`src/rtl/dbg_bus_bridge_if.sv`:
```
// Byte-stream and memory-bus signals of the debug bridge.
// master = bridge side, slave = UART/arbiter/slave-mux side.
interface dbg_bus_bridge_if #(
    parameter int WIDTH = 32
);
    logic [7:0]       rx_data;
    logic             rx_valid;
    logic             rx_ready;
    logic [7:0]       tx_data;
    logic             tx_valid;
    logic             tx_ready;
    logic             bus_req;
    logic             bus_gnt;
    logic [WIDTH-1:0] mbus_aout;
    logic [WIDTH-1:0] mbus_dout;
    logic             mbus_wen;
    logic [WIDTH-1:0] mbus_din;

    modport master (
        input  rx_data, rx_valid, tx_ready, bus_gnt, mbus_din,
        output rx_ready, tx_data, tx_valid, bus_req, mbus_aout, mbus_dout, mbus_wen
    );

    modport slave (
        output rx_data, rx_valid, tx_ready, bus_gnt, mbus_din,
        input  rx_ready, tx_data, tx_valid, bus_req, mbus_aout, mbus_dout, mbus_wen
    );
endinterface

```
`src/rtl/dbg_bus_bridge.sv`:
```
// Byte-stream debug bridge: framed W/R/? commands become single-word bus accesses.
// Optional DBG_BUS_BRIDGE_AUTOINC_EN adds address post-increment and the N/M opcodes.
//
// state | meaning
// IDLE  | waiting for an opcode byte
// ADDR  | shifting in 4 address bytes, MSB first
// DATA  | shifting in 4 write-data bytes, MSB first
// REQ   | bus_req high, waiting for bus_gnt
// WR    | single write cycle on the bus
// RD1   | read address presented
// RD2   | slave data valid, captured at end of cycle
// RESP  | sending 1 or 4 response bytes
module dbg_bus_bridge #(
    parameter int WIDTH   = 32,
    parameter int TIMEOUT = 100000
) (
    input  logic             clk,
    input  logic             reset,
    dbg_bus_bridge_if.master bus,
    output logic             busy
);
    localparam int            TW      = $clog2(TIMEOUT + 1);
    localparam logic [TW-1:0] TO_LOAD = TW'(TIMEOUT - 1);

    typedef enum logic [2:0] {IDLE, ADDR, DATA, REQ, WR, RD1, RD2, RESP} state_t;

    state_t           state;
    logic [WIDTH-1:0] addr_q;
    logic [WIDTH-1:0] data_q;
    logic [1:0]       byte_cnt;
    logic [2:0]       resp_cnt;
    logic [TW-1:0]    to_cnt;
    logic             is_wr;
    logic             rx_fire;
    logic             tx_fire;

    assign rx_fire = bus.rx_valid & bus.rx_ready;
    assign tx_fire = bus.tx_valid & bus.tx_ready;

    always_ff @(posedge clk or negedge reset) begin
        if (!reset) begin
            state         <= IDLE;
            addr_q        <= '0;
            data_q        <= '0;
            byte_cnt      <= '0;
            resp_cnt      <= '0;
            to_cnt        <= '0;
            is_wr         <= 1'b0;
            busy          <= 1'b0;
            bus.rx_ready  <= 1'b1;
            bus.tx_data   <= '0;
            bus.tx_valid  <= 1'b0;
            bus.bus_req   <= 1'b0;
            bus.mbus_aout <= '0;
            bus.mbus_dout <= '0;
            bus.mbus_wen  <= 1'b0;
        end else begin
            case (state)
                IDLE: begin
                    if (rx_fire) begin
                        busy     <= 1'b1;
                        byte_cnt <= '0;
                        to_cnt   <= TO_LOAD;
                        case (bus.rx_data)
                            8'h57: begin
                                is_wr <= 1'b1;
                                state <= ADDR;
                            end
                            8'h52: begin
                                is_wr <= 1'b0;
                                state <= ADDR;
                            end
`ifdef DBG_BUS_BRIDGE_AUTOINC_EN
                            8'h4D: begin
                                is_wr <= 1'b1;
                                state <= DATA;
                            end
                            8'h4E: begin
                                is_wr        <= 1'b0;
                                state        <= REQ;
                                bus.rx_ready <= 1'b0;
                                bus.bus_req  <= 1'b1;
                            end
`endif
                            8'h3F: begin
                                state        <= RESP;
                                resp_cnt     <= 3'd1;
                                bus.rx_ready <= 1'b0;
                                bus.tx_valid <= 1'b1;
                                bus.tx_data  <= 8'h42;
                            end
                            default: begin
                                state        <= RESP;
                                resp_cnt     <= 3'd1;
                                bus.rx_ready <= 1'b0;
                                bus.tx_valid <= 1'b1;
                                bus.tx_data  <= 8'h15;
                            end
                        endcase
                    end
                end
                ADDR: begin
                    if (rx_fire) begin
                        addr_q   <= {addr_q[WIDTH-9:0], bus.rx_data};
                        to_cnt   <= TO_LOAD;
                        byte_cnt <= byte_cnt + 2'd1;
                        if (byte_cnt == 2'd3) begin
                            if (is_wr) begin
                                state <= DATA;
                            end else begin
                                state        <= REQ;
                                bus.rx_ready <= 1'b0;
                                bus.bus_req  <= 1'b1;
                            end
                        end
                    end else if (to_cnt == '0) begin
                        state        <= RESP;
                        resp_cnt     <= 3'd1;
                        bus.rx_ready <= 1'b0;
                        bus.tx_valid <= 1'b1;
                        bus.tx_data  <= 8'h15;
                    end else begin
                        to_cnt <= to_cnt - 1'b1;
                    end
                end
                DATA: begin
                    if (rx_fire) begin
                        data_q   <= {data_q[WIDTH-9:0], bus.rx_data};
                        to_cnt   <= TO_LOAD;
                        byte_cnt <= byte_cnt + 2'd1;
                        if (byte_cnt == 2'd3) begin
                            state        <= REQ;
                            bus.rx_ready <= 1'b0;
                            bus.bus_req  <= 1'b1;
                        end
                    end else if (to_cnt == '0) begin
                        state        <= RESP;
                        resp_cnt     <= 3'd1;
                        bus.rx_ready <= 1'b0;
                        bus.tx_valid <= 1'b1;
                        bus.tx_data  <= 8'h15;
                    end else begin
                        to_cnt <= to_cnt - 1'b1;
                    end
                end
                REQ: begin
                    if (bus.bus_gnt) begin
                        bus.mbus_aout <= addr_q;
                        if (is_wr) begin
                            bus.mbus_dout <= data_q;
                            bus.mbus_wen  <= 1'b1;
                            state         <= WR;
                        end else begin
                            state <= RD1;
                        end
                    end
                end
                WR: begin
                    state         <= RESP;
                    resp_cnt      <= 3'd1;
                    bus.bus_req   <= 1'b0;
                    bus.mbus_aout <= '0;
                    bus.mbus_dout <= '0;
                    bus.mbus_wen  <= 1'b0;
                    bus.tx_valid  <= 1'b1;
                    bus.tx_data   <= 8'h06;
`ifdef DBG_BUS_BRIDGE_AUTOINC_EN
                    addr_q        <= addr_q + 1'b1;
`endif
                end
                RD1: begin
                    state <= RD2;
                end
                RD2: begin
                    // data_q doubles as the response shift register
                    data_q        <= bus.mbus_din;
                    state         <= RESP;
                    resp_cnt      <= 3'd4;
                    bus.bus_req   <= 1'b0;
                    bus.mbus_aout <= '0;
                    bus.tx_valid  <= 1'b1;
                    bus.tx_data   <= bus.mbus_din[WIDTH-1 -: 8];
`ifdef DBG_BUS_BRIDGE_AUTOINC_EN
                    addr_q        <= addr_q + 1'b1;
`endif
                end
                RESP: begin
                    if (tx_fire) begin
                        resp_cnt <= resp_cnt - 3'd1;
                        data_q   <= {data_q[WIDTH-9:0], 8'h00};
                        if (resp_cnt == 3'd1) begin
                            state        <= IDLE;
                            busy         <= 1'b0;
                            bus.rx_ready <= 1'b1;
                            bus.tx_valid <= 1'b0;
                            bus.tx_data  <= '0;
                        end else begin
                            bus.tx_data <= data_q[WIDTH-9 -: 8];
                        end
                    end
                end
                default: begin
                    state <= IDLE;
                end
            endcase
        end
    end
endmodule

```
`src/flat_wrapper.sv`:
```
// flat-port wrapper written by rule: the top's interface ports become plain ports
module dbg_bus_bridge_flat 
#(
    parameter int WIDTH   = 32,
    parameter int TIMEOUT = 100000
)
  (clk, reset, busy, bus_rx_data, bus_rx_valid, bus_tx_ready, bus_bus_gnt, bus_mbus_din, bus_rx_ready, bus_tx_data, bus_tx_valid, bus_bus_req, bus_mbus_aout, bus_mbus_dout, bus_mbus_wen);
  dbg_bus_bridge_if #(.WIDTH(WIDTH)) bus_i ();
  input  logic clk;
  input  logic reset;
  output logic busy;
  input wire logic [$bits(bus_i.rx_data)-1:0] bus_rx_data;
  input wire logic [$bits(bus_i.rx_valid)-1:0] bus_rx_valid;
  input wire logic [$bits(bus_i.tx_ready)-1:0] bus_tx_ready;
  input wire logic [$bits(bus_i.bus_gnt)-1:0] bus_bus_gnt;
  input wire logic [$bits(bus_i.mbus_din)-1:0] bus_mbus_din;
  output wire logic [$bits(bus_i.rx_ready)-1:0] bus_rx_ready;
  output wire logic [$bits(bus_i.tx_data)-1:0] bus_tx_data;
  output wire logic [$bits(bus_i.tx_valid)-1:0] bus_tx_valid;
  output wire logic [$bits(bus_i.bus_req)-1:0] bus_bus_req;
  output wire logic [$bits(bus_i.mbus_aout)-1:0] bus_mbus_aout;
  output wire logic [$bits(bus_i.mbus_dout)-1:0] bus_mbus_dout;
  output wire logic [$bits(bus_i.mbus_wen)-1:0] bus_mbus_wen;
  assign bus_i.rx_data = bus_rx_data;
  assign bus_i.rx_valid = bus_rx_valid;
  assign bus_i.tx_ready = bus_tx_ready;
  assign bus_i.bus_gnt = bus_bus_gnt;
  assign bus_i.mbus_din = bus_mbus_din;
  assign bus_rx_ready = bus_i.rx_ready;
  assign bus_tx_data = bus_i.tx_data;
  assign bus_tx_valid = bus_i.tx_valid;
  assign bus_bus_req = bus_i.bus_req;
  assign bus_mbus_aout = bus_i.mbus_aout;
  assign bus_mbus_dout = bus_i.mbus_dout;
  assign bus_mbus_wen = bus_i.mbus_wen;
  dbg_bus_bridge #(.WIDTH(WIDTH), .TIMEOUT(TIMEOUT)) u_core (.clk(clk), .reset(reset), .bus(bus_i), .busy(busy));
endmodule
```
`config.mk`:
```
export PLATFORM = sky130hd
export DESIGN_NAME = dbg_bus_bridge_flat
export DESIGN_NICKNAME = d
export VERILOG_FILES = /design/src/rtl/dbg_bus_bridge_if.sv /design/src/rtl/dbg_bus_bridge.sv /design/src/flat_wrapper.sv
export SDC_FILE = /design/constraint.sdc
export NUM_CORES = 1
export LEC_CHECK = 0
export CORE_AREA = 2 2 151 153
export CTS_CLUSTER_DIAMETER = 150
export CTS_CLUSTER_SIZE = 25
export DETAILED_ROUTE_END_ITERATION = 7
export DIE_AREA = 0 0 153 155
export PLACE_DENSITY_LB_ADDON = 0.05
export SLEW_MARGIN = 20
export SYNTH_ARGS = -nofsm -noshare
export SYNTH_HDL_FRONTEND = slang
export SYNTH_SLANG_ARGS = --single-unit
```
`constraint.sdc`:
```
create_clock -name clk -period 2.27 [get_ports clk]
set_input_delay 0.454 -clock clk [delete_from_list [all_inputs] [get_ports clk]]
set_output_delay 0.454 -clock clk [all_outputs]
set_load 0.05 [all_outputs]
```
# Yosys cells after proc, flatten, opt, wreduce, memory -nomap -nowiden
# Cells that the tools add are included.
# totals
mem_bits_rw	0
latchBits	0
elab_cells	149
n_memories	0
romBits	0
regBits	167
# classes
bitwise	2
n_addsub	3
multipliers	0
div	0
n_reduce_logical	28
n_mux	71
eq_ne	30
order_cmp	0
shift	0
# ops
operator	n
$mux 32	5
$pmux 32 s2	2
$pmux 32 s3	1
$mux 17	3
$mux 3	15
$mux 8	5
$pmux 8 s5	1
$pmux 17 s2	1
$mux 1	26
$pmux 3 s7	1
$ne 2x1->1 const B	10
$reduce_and 6->1	3
$logic_not 17->1	1
$sub 17x1->17 const B	1
$eq 8x7->1 const B	2
$pmux 8 s2	1
$pmux 3 s5	1
$reduce_and 3->1	5
$eq 3x3->1 const B	4
$reduce_bool 2->1	5
$ne 3x3->1 const B	3
$eq 8x6->1 const B	1
$ne 2x2->1 const B	4
$pmux 1 s4	2
20 further kinds	31

# Depth between registers and ports, before layout
# logic_depth
word_depth	5
ltp_mapped	8
depth_no_buf	7

# Worst setup path before layout
# OpenSTA, ideal clock, no wires.
# synth_timing
kind	register to register
start	register u_core.bus.rx_ready
end	register u_core.bus.tx_data[3]
setup_time_ps	125
period_less_slack_ps	2152
stages_incl_launch_ff	7
t_arrival_ps	2027
path_slack_ps	118
n_path_buf	1
t_required_ps	2145
cell_sequence	dfstp_2 a21oi_1 a221o_1 o21ai_2 or2_4 buf_6 mux2_4
# synth_between
elab_chain_cells	3
word_cells_on_any_way	4
# synth_rtl
item	line_no	source
start: declaration	dbg_bus_bridge_if.sv:21	output rx_ready, tx_data, tx_valid, bus_req, mbus_aout, mbus_dout, mbus_wen
start signal: assignment	dbg_bus_bridge.sv:50	bus.rx_ready <= 1'b1;
start signal: assignment	dbg_bus_bridge.sv:88	bus.rx_ready <= 1'b0;
start signal: assignment	dbg_bus_bridge.sv:95	bus.rx_ready <= 1'b0;
$and 1x1->1 (*)	dbg_bus_bridge.sv:37	assign rx_fire = bus.rx_valid & bus.rx_ready;
$ne 2x2->1 (no source line) / $ne 2x1->1 (equally long branches)	n/a	
$reduce_and 6->1 (no source line) (*)	n/a	
end signal: assignment	dbg_bus_bridge.sv:182	bus.tx_data <= bus.mbus_din[WIDTH-1 -: 8];
end signal: assignment	dbg_bus_bridge.sv:198	bus.tx_data <= data_q[WIDTH-9 -: 8];
end: declaration	dbg_bus_bridge_if.sv:21	
# Mark *: on every way between the ends. The rest lies on a longest branch, timed or not.
# A chain may end at the register's enable or synchronous reset.

# Worst setup path in the final report
# layout_timing
start	register u_core.state[1]
end	register u_core.bus.mbus_dout[28]
# layout_between
elab_chain_cells	3
word_cells_on_any_way	7
# layout_rtl
item	line_no	source
start: declaration	dbg_bus_bridge.sv:27	state_t state;
start signal: assignment	dbg_bus_bridge.sv:42	state <= IDLE;
start signal: assignment	dbg_bus_bridge.sv:67	state <= ADDR;
start signal: assignment	dbg_bus_bridge.sv:71	state <= ADDR;
$eq 3x2->1 / $eq 3x3->1 (equally long branches)	dbg_bus_bridge.sv:58	case (state)
$ne 2x1->1 (no source line) (tied with other cells)	n/a	
$reduce_and 3->1 (no source line)	n/a	
end signal: assignment	dbg_bus_bridge.sv:150	bus.mbus_dout <= data_q;
end: declaration	dbg_bus_bridge_if.sv:21	
# Parallel ways exist; a longest one is shown, timed or not.

==> run metrics <==
status=completed; # setup viols final=0; CTS Buf Count=17; Post-Syn Area=7604 um2; sequential share of power=34.3%; max-cap check violation count=0; final design area excluding fillers=10260 um2; fin crit period=2.169 ns; syn nets=760; Post-DP Area=9598 um2; I/O Buffers=121; Adder-Cell Fraction of Synth Area=0.8228%; post-synthesis compound-gate area fraction=16.77%; setup ws final=0.1007 ns; switching part of the total=41.57%; DIE AREA=23720 um2; Die Span Y=155 um; CTS tree=built; HPWL Detailed=14.69 mm; post-route ant nets=0; Antenna Cells=0; clock share of power=23.5%; share of cells above drive strength 1=19.33%; Setup Skew=0.008126 ns; commonest non-fill, non-tap cell in the layout=dfrtp_1; Post-synth ARST share=100.0%; DR DRC count=0; Register Area=4180 um2; RD Place Congestion=0.8366; CP Launch Type=register; Gate power share=42.1%; fin nets=927; per-cell routed wire length=17.85 um; Overflow after GRT=0; Worst slew margin=44.09%; top_reg_cell synth=dfrtp_1; Vias=6037; flops & latches, synth=167; critical path arrival=2.54 ns; yosys warns=0; crit-path max FO=15; register area share after synthesis=54.98%; largest family of logic cells by synthesized area=compound AO/OA/AOI/OAI gates; internal power=7.703 mW; multi-input logic area=3222 um2; Routed WL=20.98 mm; area grow syn2layout=34.98%; Leak=4.440 nW; setup_tns=0 ns; initial antenna violation count=0; NetSw=5.481 mW; number of clock sinks=167; Synth Area in XOR/XNOR=0.5759%; post-synthesis cell count=710; first drt pass iteration count=4; fmax=0.4610 GHz; H-tree depth=4; Yosys cell types=74; Fill cells=2085; final hold violations=0; clock insertion delay at the later pin of the skew report=0.44 ns; I/O Pins=122; detail-routed via count per cell=5.138; post-synthesis mux area share=8.919%; synthesized area per cell=10.71 um2; Worst Hold Class=register to register; DR iter-0 viols=249; first-pass GRT wire length=34.36 mm; num rows=55; Max clock buf depth=2; total power=13.18 mW; hold slack final=0.4830 ns; Final Util=46.18%; most frequent cells in the layout=dfrtp_1 (166), nand2_1 (121), clkdlybuf4s50_1 (119); CTS clk-pin slew, worst paths=0.07 ns; pin slew with the least headroom to its limit=0.8378 ns; Power Density=1285 nW/um2; largest net degree at the start of global routing=65; CP Capture Type=register; Final Max Tran Viols=0; vias in the first global route=6337; Setup WS pre-CTS=-0.2048 ns; crit path kind=register to register; GRT Util Overall=18.14%; Crit path required time=2.64 ns; fin crit share=95.56%; simple-gate share of the synthesized area=14.60%; number of synthesized flops with an enable pin=0; Chip Width=153 um; Finished Layout Cells=1175; unrepaired setup endpoints after global routing=no; Max VDD drop=0.5306 mV; Starting Density=34.21%; dpl cells=1141; core area=22230 um2; root buffer cell=clkbuf_16
## worst max-delay path, stage by stage (launching register included)
cell	delay, ns
dfrtp_1	0.58
buf_4	0.27
and4_1	0.18
nor2_2	0.67
buf_4	0.27
a22o_1	0.14
## routing by layer
layer  up-vias  global-route usage, %  wire [um]
met2       132                  29.47      10050
met5         -                      0          0
li1       2900                      -          -
met4         0                  5.115        290
met1      2981                  24.13       9631
met3        24                  4.735       1007
## repair_timing
action | CTS | global route
resized for setup | 0 | 3
endpoints found under the hold margin | 36 | 0
setup endpoints to repair | 0 | 5
buffers inserted | 0 | 1
hold buffers | 1 | 0
## flip-flops by register name (all words and copies together) (netlist names)
name	flops
u_core.addr_q	32
u_core.busy	1
u_core.state	3
u_core.bus.rx_ready	1
u_core.to_cnt	17
u_core.byte_cnt	2
u_core.bus.mbus_aout	32
u_core.bus.tx_valid	1
u_core.bus.tx_data	8
u_core.is_wr	1
u_core.data_q	32
u_core.bus.mbus_dout	32
u_core.bus.bus_req	1
u_core.resp_cnt	3
u_core.bus.mbus_wen	1
## synthesized netlist by cell type (6+ instances only)
cell,number,area [um2]
inv_1,6,22.52
a21oi_1,30,150.1
o31ai_1,7,52.55
o21ai_0,86,430.4
mux2i_1,25,250.2
a22o_1,33,289.0
nand3_1,10,50.05
nand4b_1,6,52.55
nand2_1,121,454.2
clkbuf_1,30,112.6
mux2_2,32,360.4
nor2_1,24,90.09
a22oi_1,9,67.56
dfrtp_1,166,4154
o21ai_1,7,35.03
## area by class of cell
| type | instances | area share, % |
|---|---|---|
| clock buffers | 17 | 4.145 |
| clock inverters | 15 | 2.011 |
| inverters | 7 | 0.2682 |
| multi-input cells | 492 | 31.39 |
| flip-flops and latches | 167 | 40.73 |
| well taps | 285 | 3.474 |
| repair buffers | 192 | 17.98 |
## cell families (layout without fill, tap and decap cells)
logic type,after synthesis,after routing
multiplexers,62,62
buffers and inverters,51,231
AO/OA/AOI/OAI,201,201
adder cells (fa/ha/maj),5,5
XOR/XNOR,5,5
AND/OR/NAND/NOR,219,219
flip-flops,167,167
## power by group through the flow
stage	Sequential [mW]	Combinational [mW]	Clock, mW
after global routing	4.65	6.10	3.33
after floorplan	5.05	2.92	0
after global placement	4.56	5.54	0
final	4.53	5.55	3.10
after CTS	4.53	5.60	3.21
after detailed placement	4.58	5.58	0
## worst paths after layout
check,slack (ns),cells after the start,from,to
worst max-delay path,0.10,5,u_core.state[1]$_DFFE_PN0P_,u_core.bus.mbus_dout[28]$_DFFE_PN0P_
worst min-delay path,0.48,2,u_core.bus.mbus_aout[13]$_DFFE_PN0P_,u_core.bus.mbus_aout[13]$_DFFE_PN0P_
worst max register to register,0.10,5,u_core.state[1]$_DFFE_PN0P_,u_core.bus.mbus_dout[28]$_DFFE_PN0P_
worst min register to register,0.48,2,u_core.bus.mbus_aout[13]$_DFFE_PN0P_,u_core.bus.mbus_aout[13]$_DFFE_PN0P_
max in group asynchronous,1.09,3,reset,u_core.bus.rx_ready$_DFFE_PN1P_
min in group asynchronous,0.49,2,reset,u_core.bus.mbus_aout[11]$_DFFE_PN0P_
Note: power is estimated with default switching activity, not from simulation.
==> patch 1, RTL diff (config.mk and constraints unchanged) <==
Re-encode `state_t` (8 states) as one-hot, 8 bits wide.
--- a/src/rtl/dbg_bus_bridge.sv
+++ b/src/rtl/dbg_bus_bridge.sv
@@ -24,3 +24,3 @@
 
-    typedef enum logic [2:0] {IDLE, ADDR, DATA, REQ, WR, RD1, RD2, RESP} state_t;
+    typedef enum logic [7:0] {IDLE = 8'b00000001, ADDR = 8'b00000010, DATA = 8'b00000100, REQ = 8'b00001000, WR = 8'b00010000, RD1 = 8'b00100000, RD2 = 8'b01000000, RESP = 8'b10000000} state_t;
 
Formal check against the unedited RTL: no difference found for any inputs over 4 cycles, from zero or initial values and one cycle with reset low; so few cycles prove little.
==> patch 1 against the unedited design <==
  * Area after synthesis fell by 1.7%
  * Via count fell by 0.58%
  * Sequential cell count rose by 5
  * Clock skew rose by 0.0071 ns
  * Sequential power fell by 9.5%
  * Critical path type unchanged
  * Worst setup slack got worse by 0.0028 ns
  * Largest cell class unchanged
  * Count of clock-buffer cells in the layout did not move
  * Power fell by 24%
  * Routed wire length fell by 2.2%
  * Design area fell by 0.57%
==> patch 1: results (changes against the unedited design) <==
status: "finished, final reports clean"
dpl-instance-area_um2: 9540  # -0.56%
yosysSeqAreaShare: 0.576  # +0.0265
ir_drop_mv: 0.498  # -6.2%
yosys-mux-area-fraction: 0.0482  # -0.0410
critPathMaxFanout: 5  # -10
critPathSlowestCell: "dfstp_2"
clock-root-buffer: "clkbuf_16"
max_stage_delay_ns: 0.59  # -0.08 ns
n_fill_cell: 2136  # +2.4%
drive_gt1_frac: 0.180  # -0.0135
wl_per_cell_um: 17.2  # -3.6%
arrival_ns: 2.49  # -0.05 ns
p_leak_nw: 4.46  # +0.35%
synth-compound-area-share: 0.149  # -0.0185
insertion_delay_ns: 0.43
yosys.area_share.adder: 0.00837  # +0.000143
syn-instance-count: 723  # +1.8%
io_buffers: 121  # unchanged
synth.area.top_cells: "dfrtp_1 (57%), nand2_1 (7.4%), mux2_2 (4.8%)"
drt_iter0_drc: 252  # +1.2%
grt_pass1_wl_um: 33900  # -1.5%
clock_skew_ns: 0.0152  # +0.00712 ns
synthFlopType: "dfrtp_1"
gp_congestion: 0.862  # +3.1%
grt_max_degree: 65  # unchanged
grt_pass1_vias: 6285  # -0.82%
worst_pin_slew_ns: 0.574  # -0.263 ns
crit_family: "simple AND/OR/NAND/NOR gates"
antenna_found_initial: 0  # unchanged
dpl.hpwl_um: 14400  # -2.2%
ctsHtreeMaxLevel: 4  # unchanged
synth_xor_area_frac: 0.0176  # +0.0118
ys_warn_count: 0  # unchanged
report.final.slew_viol_count: 0  # unchanged
ys_types: 57  # -23%
synthesis.nets: 773  # +1.7%
fin_cells: 1192  # +1.4%
nNetsFinal: 944  # +1.8%
hp-class: "reg -> reg"
final_util: 0.459  # -0.00265
gr-usage-all-layers: 0.178  # -0.00381
path_clk_slew_ns: 0.07  # about the same
synth_top_family_by_area: "simple AND/OR/NAND/NOR gates"
cts_buffer_depth: 2  # unchanged
p_int_mw: 6.44  # -16%
vias: 6002  # -0.58%
yosys-top-cells-count: "dfrtp_1 (170), nand2_1 (147), nor2_1 (60)"
cts_setup_buffers: 0  # unchanged
-- patch 1: changes by cell type in the layout (fill, tap and decap cells not counted), moves of 10 or more --
| cell | before | now |
|---|---|---|
| nand2_1 | 121 | 146 |
| o21ai_0 | 86 | 48 |
| nor2_1 | 22 | 57 |
| a31oi_1 | 4 | 28 |
| a21oi_1 | 30 | 13 |
| xnor2_1 | 3 | 13 |
| mux2i_1 | 25 | 0 |
-- patch 1: timing repair --
action | CTS | global route
gates resized for setup | 1 | 4
endpoints found under the hold margin | 34 | 0
hold buffers | 1 | 0
cloned | 0 | 0
setup endpoints to repair | 2 | 11
-- patch 1: cell families after synthesis --
logic type | after synthesis
flops | 172
fa+ha+maj | 5
simple gates | 284
mux | 32
compound gates | 165
xor+xnor | 15
buf+inv | 50
-- patch 1: worst paths after layout --
path | startpoint | end | slack (ns) | cells past startpoint
worst max-delay path | u_core.state[0] | u_core.state[2] | 0.1 | 6
worst min-delay path | u_core.bus.mbus_aout[28] | u_core.bus.mbus_aout[28] | 0.48 | 2
worst max register to register | u_core.state[0] | u_core.state[2] | 0.1 | 6
worst min register to register | u_core.bus.mbus_aout[28] | u_core.bus.mbus_aout[28] | 0.48 | 2
max in group asynchronous | reset | u_core.bus.mbus_aout[1] | 1.03 | 3
min in group asynchronous | reset | u_core.bus.mbus_aout[24] | 0.52 | 2
-- patch 1: area by class of cell --
cell class              instances  share of cell area
clock buffers                  17              0.0417
repair buffers                194               0.185
inverters                       8             0.00294
well taps                     285              0.0349
clock inverters                15              0.0196
multi-input cells             501               0.294
flip-flops and latches        172               0.422
-- patch 1: metrics by stage --
| step | power, mW | worst slack, ns |
|---|---|---|
| detailed placement | 6.99 | -0.374 |
| finish | 9.99 | 0.0979 |
| global route | 10.6 | 0.0158 |
| CTS | 10.1 | 0.0567 |
| global placement | 6.93 | -0.318 |
| floorplan | 5.69 | 0.0976 |
-- patch 1: per-layer routing --
layer,part of all wire,track usage
met2,0.48,0.300
met5,0,0
met4,0.015,0.0485
met1,0.47,0.238
met3,0.032,0.0304
-- patch 1: worst min-delay path: stages (launching register included) --
cell	delay [ns]
dfrtp_1	0.34
nand2_1	0.05
o21ai_0	0.06
-- patch 1: power groups by stage --
stage                     clock network, mW  registers (mW)  logic [mW]
after global routing                   3.26            4.18        3.15
final                                  3.05            4.10        2.84
after floorplan                           0            4.26        1.44
after detailed placement                  0            4.14        2.85
after global placement                    0            4.13        2.80
after CTS                              3.13            4.09        2.86
==> patch 2, RTL diff (same settings) <==
Made on the original files. `WIDTH` is set to 32 in 3 places; all go to 48.
--- a/src/rtl/dbg_bus_bridge_if.sv
+++ b/src/rtl/dbg_bus_bridge_if.sv
@@ -3,3 +3,3 @@
 interface dbg_bus_bridge_if #(
-    parameter int WIDTH = 32
+    parameter int WIDTH = 48
 );
--- a/src/rtl/dbg_bus_bridge.sv
+++ b/src/rtl/dbg_bus_bridge.sv
@@ -13,3 +13,3 @@
 module dbg_bus_bridge #(
-    parameter int WIDTH   = 32,
+    parameter int WIDTH   = 48,
     parameter int TIMEOUT = 100000
--- a/src/flat_wrapper.sv
+++ b/src/flat_wrapper.sv
@@ -3,3 +3,3 @@
 #(
-    parameter int WIDTH   = 32,
+    parameter int WIDTH   = 48,
     parameter int TIMEOUT = 100000
Interface: changed (resized bus_mbus_aout, bus_mbus_din and bus_mbus_dout); port bits go from 122 to 170. The function was not compared with the original's and may differ.
==> patch 2 against the unedited design <==
  * Design area grew 26%
  * Count of clock-buffer cells in the layout is the same
  * Worst setup slack lost 0.031 ns
  * Via count grew 21%
  * Area after synthesis grew 30%
  * Sequential cell count grew 64
  * Routed wire length grew 18%
  * Power grew 7.7%
  * Combinational power grew 12%
==> patch 2: results (changes against the unedited design) <==
status: "finished, final reports clean"
crit_start: "u_core.to_cnt[9]"
ctsHtreeMaxLevel: 1  # -3
grt_max_degree: 58  # -11%
reg2reg_from: "u_core.to_cnt[9]"
fin_cells: 1376  # +17%
buffers_excl_clock: 252  # +31%
synthesis.nets: 945  # +24%
insertion_delay_ns: 0.50  # +0.06 ns
multi_input_area_share: 0.302  # -0.0121
ir_drop_mv: 0.538  # +1.5%
n_fill_cell: 1927  # -7.6%
hp-class: "in -> async"
drt_iter0_drc: 412  # +65%
grtUsageMet2: 0.313  # +0.0186
arrival_ns: 2.56  # +0.02 ns
critPathSlowestCell: "or4_4"
use_met1: 0.319  # +0.0776
drt-total-wl_um: 24700  # +18%
max_stage_delay_ns: 0.54  # -0.13 ns
grt_pass1_wl_um: 39800  # +16%
grt_pass1_vias: 7158  # +13%
nMultiInputCombCells: 579  # +18%
buffer_area_frac: 0.192  # +0.0117
n_all_inverters: 10  # +3
wl_met1_um: 12200  # +27%
cts_buffers: 13  # -4
clk_share: 0.0286  # -0.0330
yosysSeqAreaShare: 0.584  # +0.0345
cts_buffer_depth: 3  # +1
r2r_slack_ns: 0.07  # -0.03 ns
route.met2.wl_um: 11100  # +10%
clock_skew_ns: 0.0314  # +0.0233 ns
gp_congestion: 0.835  # -0.22%
nNetsFinal: 1153  # +24%
dpl.hpwl_um: 17300  # +18%
drive_gt1_frac: 0.170  # -0.0228
gr-usage-all-layers: 0.207  # +0.0258
synth.area.top_cells: "dfrtp_1 (58%), mux2_2 (6.7%), nand2_1 (6.0%)"
maxSlewHeadroom: 0.500  # +0.0593
io_buffers: 169  # +40%
use_met3: 0.0329  # -0.0145
-- patch 2: cell count changes after synthesis, moves of 17 or more --
cell / before / now
o21ai_0: 86 / 109
dfrtp_1: 166 / 230
mux2_2: 32 / 59
nand2_1: 121 / 157
a22o_1: 33 / 52
mux2i_1: 25 / 42
-- patch 2: worst max-delay path, delay by kind of cell, from the launching register on --
kind / cells / cell delay (ns)
simple gates: 2 / 0.82
compound gates: 2 / 0.49
flops: 1 / 0.39
mux: 1 / 0.36
-- patch 2: metrics by stage --
step                      setup slack (ns)  instance area (um^2)  TNS (ns)   util  hold WS [ns]
after global routing              -0.00591                 12900  -0.00594  0.581         0.511
after floorplan                     0.0784                  9900         0      -         0.158
after global placement              -0.520                 12500     -9.53  0.562         0.421
final                               0.0697                 12900         0  0.581         0.475
after CTS                          0.00603                 12900         0  0.580         0.485
after detailed placement            -0.606                 12500    -11.40  0.562         0.423
-- patch 2: timing repair --
action,in CTS,in global routing
setup buffers,0,0
hold buffers,1,0
endpoints found under the hold margin,50,0
endpoints found under the setup margin,11,16
gates cloned,0,0
pin swaps,1,0
resized for setup,4,7
-- patch 2: kinds of logic (layout without fill, tap and decap cells) --
kind of cell	count (synthesis)	in the layout	synth area share
fa+ha+maj	5	5	0.00632
compound gates	232	232	0.154
mux	101	101	0.110
simple gates	233	233	0.107
buf+inv	69	281	0.0314
xor+xnor	8	8	0.00708
flops	231	231	0.584
-- patch 2: power breakdown --
group | total [mW] | internal, mW | switching [mW] | leakage [nW]
Combinational | 6.22 | 2.61 | 3.61 | 2.51
Sequential | 5.52 | 4.89 | 0.622 | 3.10
Clock | 2.47 | 1.10 | 1.37 | 0.179
Total | 14.2 | 8.60 | 5.60 | 5.80
